File: config.mk
export PLATFORM = sky130hd
export DESIGN_NAME = full_addsub_serial_n_bits
export DESIGN_NICKNAME = d
export VERILOG_FILES = /design/src/rtl/full_addsub_serial_n_bits.sv
export SDC_FILE = /design/constraint.sdc
export NUM_CORES = 1
export LEC_CHECK = 0
export ABC_CLOCK_PERIOD_IN_PS = 1700
export BUFFER_PORTS_ARGS = -buffer_cell sky130_fd_sc_hd__clkbuf_2
export CORE_MARGIN = 1
export CORE_UTILIZATION = 40
export CTS_CLUSTER_DIAMETER = 50
export CTS_CLUSTER_SIZE = 25
export DETAILED_ROUTE_END_ITERATION = 10
export GPL_TIMING_DRIVEN = 0
export PLACE_DENSITY_LB_ADDON = 0.25
export SLEW_MARGIN = 30
export SYNTH_ARGS = -nofsm -noshare
export SYNTH_HDL_FRONTEND = slang
export SYNTH_SLANG_ARGS = --single-unit
File: constraint.sdc
create_clock -name clk -period 1.7 [get_ports clk]
set_clock_uncertainty 0.2 [all_clocks]
set_input_delay 0.425 -clock clk [delete_from_list [all_inputs] [get_ports clk]]
set_output_delay 0.425 -clock clk [all_outputs]
set_load 0.02 [all_outputs]
File: src/rtl/full_addsub_serial_n_bits.sv
// Digit-serial adder/subtractor: processes DIGIT bits per clock, LSB digit first,
// and publishes S/BOUT/OVF only when the whole word has been computed.
module full_addsub_serial_n_bits #(
    parameter int WIDTH = 8,
    parameter int DIGIT = 1
) (
    input  logic             clk,
    input  logic             rst,
    input  logic             start,
    input  logic             mode,
    input  logic             bin,
    input  logic [WIDTH-1:0] a,
    input  logic [WIDTH-1:0] b,
    output logic [WIDTH-1:0] s,
    output logic             bout,
    output logic             ovf,
    output logic             busy,
    output logic             done
);

    localparam int N  = WIDTH / DIGIT;
    localparam int CW = (N > 1) ? $clog2(N) : 1;

    typedef enum logic [1:0] {
        IDLE = 2'd0,
        RUN  = 2'd1,
        FIN  = 2'd2
    } state_t;

    state_t               state_r;
    state_t               state_s;
    logic [WIDTH-1:0]     a_r;
    logic [WIDTH-1:0]     b_r;
    logic [WIDTH-1:0]     res_r;
    logic [WIDTH-1:0]     res_s;
    logic [WIDTH+DIGIT-1:0] wide_s;
    logic                 mode_r;
    logic                 carry_r;
    logic                 a_msb_r;
    logic                 b_msb_r;
    logic [CW-1:0]        cnt_r;
    logic [DIGIT:0]       dig_s;
    logic                 last_s;
    logic                 ovf_s;
    logic                 busy_r;
    logic                 done_r;

    // Ripple add/subtract of one digit; result is {carry/borrow out, digit}.
    function automatic logic [DIGIT:0] digit_op(
        input logic [DIGIT-1:0] x,
        input logic [DIGIT-1:0] y,
        input logic             cin,
        input logic             add
    );
        logic             c;
        logic [DIGIT-1:0] d;
        c = cin;
        d = {DIGIT{1'b0}};
        for (int i = 0; i < DIGIT; i++) begin
            d[i] = x[i] ^ y[i] ^ c;
            if (add) begin
                c = (x[i] & y[i]) | ((x[i] ^ y[i]) & c);
            end else begin
                c = (~x[i] & y[i]) | (~(x[i] ^ y[i]) & c);
            end
        end
        return {c, d};
    endfunction

    // Current digit result and the partial word it would produce if shifted in.
    always_comb begin
        dig_s  = digit_op(a_r[DIGIT-1:0], b_r[DIGIT-1:0], carry_r, mode_r);
        wide_s = {dig_s[DIGIT-1:0], res_r} >> DIGIT;
        res_s  = wide_s[WIDTH-1:0];
        last_s = (cnt_r == CW'(N - 1));
        ovf_s  = mode_r ? ((a_msb_r == b_msb_r) && (res_s[WIDTH-1] != a_msb_r))
                        : ((a_msb_r != b_msb_r) && (res_s[WIDTH-1] != a_msb_r));
    end

    // Next-state logic.
    always_comb begin
        state_s = state_r;
        case (state_r)
            IDLE: begin
                if (start) begin
                    state_s = RUN;
                end else begin
                    state_s = IDLE;
                end
            end
            RUN: begin
                if (last_s) begin
                    state_s = FIN;
                end else begin
                    state_s = RUN;
                end
            end
            FIN:     state_s = IDLE;
            default: state_s = IDLE;
        endcase
    end

    // State, operand shift registers and registered results.
    always_ff @(posedge clk) begin
        if (rst) begin
            state_r <= IDLE;
            a_r     <= {WIDTH{1'b0}};
            b_r     <= {WIDTH{1'b0}};
            res_r   <= {WIDTH{1'b0}};
            mode_r  <= 1'b0;
            carry_r <= 1'b0;
            a_msb_r <= 1'b0;
            b_msb_r <= 1'b0;
            cnt_r   <= {CW{1'b0}};
            s       <= {WIDTH{1'b0}};
            bout    <= 1'b0;
            ovf     <= 1'b0;
            busy_r  <= 1'b0;
            done_r  <= 1'b0;
        end else begin
            state_r <= state_s;
            busy_r  <= (state_s == RUN);
            done_r  <= (state_s == FIN);
            case (state_r)
                IDLE: begin
                    if (start) begin
                        a_r     <= a;
                        b_r     <= b;
                        mode_r  <= mode;
                        carry_r <= bin;
                        a_msb_r <= a[WIDTH-1];
                        b_msb_r <= b[WIDTH-1];
                        res_r   <= {WIDTH{1'b0}};
                        cnt_r   <= {CW{1'b0}};
                    end
                end
                RUN: begin
                    a_r     <= a_r >> DIGIT;
                    b_r     <= b_r >> DIGIT;
                    carry_r <= dig_s[DIGIT];
                    res_r   <= res_s;
                    cnt_r   <= cnt_r + CW'(1);
                    if (last_s) begin
                        s    <= res_s;
                        bout <= dig_s[DIGIT];
                        ovf  <= ovf_s;
                    end
                end
                default: begin
                end
            endcase
        end
    end

    assign busy = busy_r;
    assign done = done_r;

endmodule

# After elaboration in Yosys (flattened, before gate mapping)
# Cells that the tools add are included.
dict set report word_totals {
  regBits 45
  inputBits 21
  word_cells 55
}
dict set report classes {
  addsub 1
  eq_ne 8
  n_mux 15
  bitwise 10
  n_reduce_logical 7
}
# operator count
set ops {}
lappend ops {{one-hot mux 8 bit (2 select lines)} 3}
lappend ops {{2-to-1 mux 8 bit} 3}
lappend ops {{one-hot mux 3 bit (2 select lines)} 1}
lappend ops {{AND reduction 2 bit} 3}
lappend ops {{AND 1 bit} 4}
lappend ops {{== test 2 x 1 -> 1 bit, second input constant} 2}
lappend ops {{2-to-1 mux 1 bit} 4}
lappend ops {{one-hot mux 2 bit (2 select lines)} 1}
lappend ops {{adder 3 x 1 -> 3 bit, second input constant} 1}
lappend ops {{== test 3 bit, second input constant} 1}
lappend ops {{2-to-1 mux 3 bit} 1}
lappend ops {{== test 2 bit, second input constant} 1}
lappend ops {{logical AND 1 bit} 2}
lappend ops {{logical NOT 2 bit} 1}
lappend ops {{2-to-1 mux 2 bit} 1}
lappend ops {{!= test 1 bit} 2}
lappend ops {{!= test 2 bit, second input constant} 1}
lappend ops {{NOT 1 bit} 2}
lappend ops {{bitwise OR 1 bit} 2}
lappend ops {{one-hot mux 1 bit (2 select lines)} 1}
lappend ops {{nonzero test 2 bit} 1}
lappend ops {{bitwise XOR 1 bit} 2}
lappend ops {{== test 1 bit} 1}

# Longest topological paths before layout
dict set report depth {
  depth_word 6
  ltp_mapped 6
}

# Least setup slack after synthesis
# OpenSTA, ideal clock, no wires.
dict set report synth_path {
  path_type {flip-flop to flip-flop}
  startpoint {register b_r[0]}
  endpoint {register ovf}
  arrival_ns 1.311
  required_time_ns 1.414
  slack_ns 0.103
  stages_incl_launch_ff 6
  path_buffers 0
  cell_sequence {dfxtp_1 inv_1 fa_1 nor2b_1 mux2i_1 a211oi_1}
}
dict set report synth_between {
  elab_chain_len 5
  elab_cells_between_ends 6
}
# element line_no
set synth_lines {}
lappend synth_lines {{from (decl)} 33} ;# logic [WIDTH-1:0] b_r;
lappend synth_lines {{from (signal assigned)} 108} ;# b_r <= {WIDTH{1'b0}};
lappend synth_lines {{from (signal assigned)} 139} ;# b_r <= b_r >> DIGIT;
lappend synth_lines {{bitwise XOR 1 bit * (2 in a row)} 60} ;# d[i] = x[i] ^ y[i] ^ c;
lappend synth_lines {{via dig_s[0]} 42} ;# logic [DIGIT:0] dig_s;
lappend synth_lines {{!= test 1 bit *} {76, 77}}
lappend synth_lines {{logical AND 1 bit (on tied branches)} {77, 76}}
lappend synth_lines {{2-to-1 mux 1 bit *} 76} ;# ovf_s = mode_r ? ((a_msb_r == b_msb_r) && (res_s[WIDTH-1] != a_msb_r))
lappend synth_lines {{to (signal assigned)} 146} ;# ovf <= ovf_s;
lappend synth_lines {{to (decl)} 16} ;# output logic ovf,
# The timed path passes the listed nets; every way through them passes the cells marked *.
# A chain may end at the register's enable or synchronous reset.

# Final worst setup path
# Same ends and word-level chain as after synthesis.

==> results.toml <==
[run_status]
status = "complete, no violations"

[synth]
ys.flop_type = "dfxtp_1"
syn_nets = 240
synth_cell_types = 27
synth_edf_count = 0
synth.most_common_cell = "nand2_1"
synthTopCellsByArea = "dfxtp_1, nand2_1, a311oi_2"
syn_area_per_cell_um2 = 8.62
netlist.area_leader.share_pct = 47.5
netlist.top_cell.by_area = "dfxtp_1"
yosysSeqAreaShare_pct = 47.5
netlist_top_cells_count = "nand2_1, dfxtp_1, a21oi_1, nor2_1"
synth_area_um2 = 1850
async_reset_ff_share_pct = 0
synthCells = 215
synth-seq-cells = 44
yosys_warnings = 0

[clock_network]
clockRootBuffer = "clkbuf_8"
cts_tree = "built"
ctsHoldBuffers = 0
clock_latency_ps = 300
cts_buffers = 5
cts_sinks = 44
path_clk_slew_ps = 80
clockBufferDepth = 2
htreeDepth = 2

[floorplan]
core_region_area_um2 = 4410
dieArea_um2 = 4910
num_rows = 24
die_y_um = 70.1
dieWidth_um = 70.1
io_pins = 33
start_util_pct = 42.0

[critical_path]
crit_chain = "inv_2, fa_1, nor2b_4, mux2i_1, a211oi_1"
cp_max_fo = 3
cp-end-kind = "flop"
cpMaxStageDelayCell = "fa_1"
crit_path_start_kind = "flop"
critical_path.top_delay_family = "adder cells"
max_stage_delay_ps = 550
required_ps = 1720
arrival_ps = 1640
worstSetupPathType = "reg -> reg"
r2r_start = "b_r[0]"
startpoint = "b_r[0]"
cp_num_buf_inv = 1

[sta]
finalHoldViolations = 0
grt_setup_unrepaired = "no"
relSlewSlack_pct = 55.3
period_share_pct = 95.5
timing.fmax_ghz = 0.616
setup_viol = 0
drv_slew = 0
min_period_ps = 1620
tightest_slew_ps = 671
timing.hold.ws_ps = 151

[placed_design]
place_inst = 298
gp_congestion = 0.752
place.detailed.hpwl_mm = 2.60
port_buffers = 31

[grt]
grt_use_total_pct = 16.4
grt_pass1_vias = 1350
grt.overflow.total = 0
grt_pass1_wl_mm = 6.32
grt_max_degree = 14
antenna_found_initial = 0

[final_layout]
final_core_util_pct = 50.7
syn2layout_area_growth_pct = 20.7
drive_gt1_share_pct = 25.9
final_nets = 280
fin_cells = 307
num_antenna_cells = 0

[routing]
ant_nets = 0
drc = 0
via_count = 1514
drt-pass1-iter-count = 4
initialDrtViolationCount = 73
wl_mm = 3.72
drt-vias-per-instance = 4.93
wire_per_inst_um = 12.1

[min_path]
min-delay-start = "mode"
worstHoldPathType = "in -> reg"

[job]
cap_violations = 0

[power_and_ir_drop]
p_leak_nw = 0.896
total_power_mw = 2.33
power_density_nw_per_um2 = 1040
ir_drop_v = 0.000513
worst register-to-register path, stage by stage (launching register included):
cell and delay [ps]:
dfxtp_2 350, inv_2 50, fa_1 550, nor2b_4 150, mux2i_1 70, a211oi_1 180
sequential cells by signal, summed over array words and instances, names as in the netlist, 2 cells and up:
name and cells:
state_r 2, cnt_r 3, a_r 8, s 8, b_r 8, res_r 7
path summary, 6_finish.rpt:
check           end  slack, ps  depth (start not counted)
min reg2reg    s[0]        260                          2
min          mode_r        150                          3
max reg2reg     ovf         80                          5
max             ovf         80                          5
per-layer routing:
metal / global-route usage (%) / share of wire, % / up-vias
met5: 0 / 0 / -
met4: 7.33 / 1.7 / 0
met3: 5.19 / 4.6 / 5
met2: 23.1 / 43 / 31
met1: 22.7 / 50 / 681
li1: - / - / 797
report_power, final:
part,switching [mW],internal [mW]
Clock,0.348,0.578
Sequential,0.0316,1.08
Combinational,0.160,0.135
cells by family (layout without fill, tap and decap cells):
family	after synthesis	after routing	synth area share, %
simple gates	101	101	22.6
xor+xnor	1	1	0.473
compound gates	43	43	18.6
mux	2	2	1.08
buf+inv	20	60	6.28
fa+ha+maj	4	4	3.51
flops	44	44	47.5
cell usage in the layout (no fill, tap or decap):
cell and instances:
nand3b_1 1, nor2_1 21, or3b_1 1, clkbuf_2 31, dfxtp_2 2, bufinv_16 2
buf_4 4, fa_1 2, nor2b_4 1, ha_1 2, o21bai_1 1, clkbuf_8 5
inv_2 1, a21oi_1 23, a222oi_1 1, o21ba_2 1, a211oi_1 2, nand2_1 63
nand2b_1 1, and3b_1 1, a311oi_1 5, nor2b_1 2, clkbuf_1 5, mux2i_1 2
o21a_1 1, xnor2_1 1, nand3_1 9, nor3b_1 1, buf_2 5, dfxtp_1 42
inv_1 2, a311oi_2 9, buf_6 5
per-stage QoR:
stage | setup slack (ps) | setup TNS, ps | cell area, um^2
2_1_floorplan | 103 | 0 | 1850
3_3_place_gp | -101 | -810 | 2070
3_5_place_dp | -97.3 | -667 | 2070
4_1_cts | 23.3 | 0 | 2210
5_1_grt | 0.842 | 0 | 2240
6_report | 75.7 | 0 | 2240
what timing repair did:
item | CTS | global route
gates resized for setup | 0 | 8
setup endpoints to repair | 9 | 11
buffers inserted | 1 | 2
pin swaps | 1 | 2
layout make-up:
class	instances	area (um^2)
fill	436	2180
sequential	44	883
multi-input combinational	151	863
timing repair buffer	34	178
buffer	16	108
clock buffer	5	68.8
tap	52	65.1
clock inverter	2	60.1
inverter	3	11.3
No activity file was read; power rests on OpenSTA's default activity.
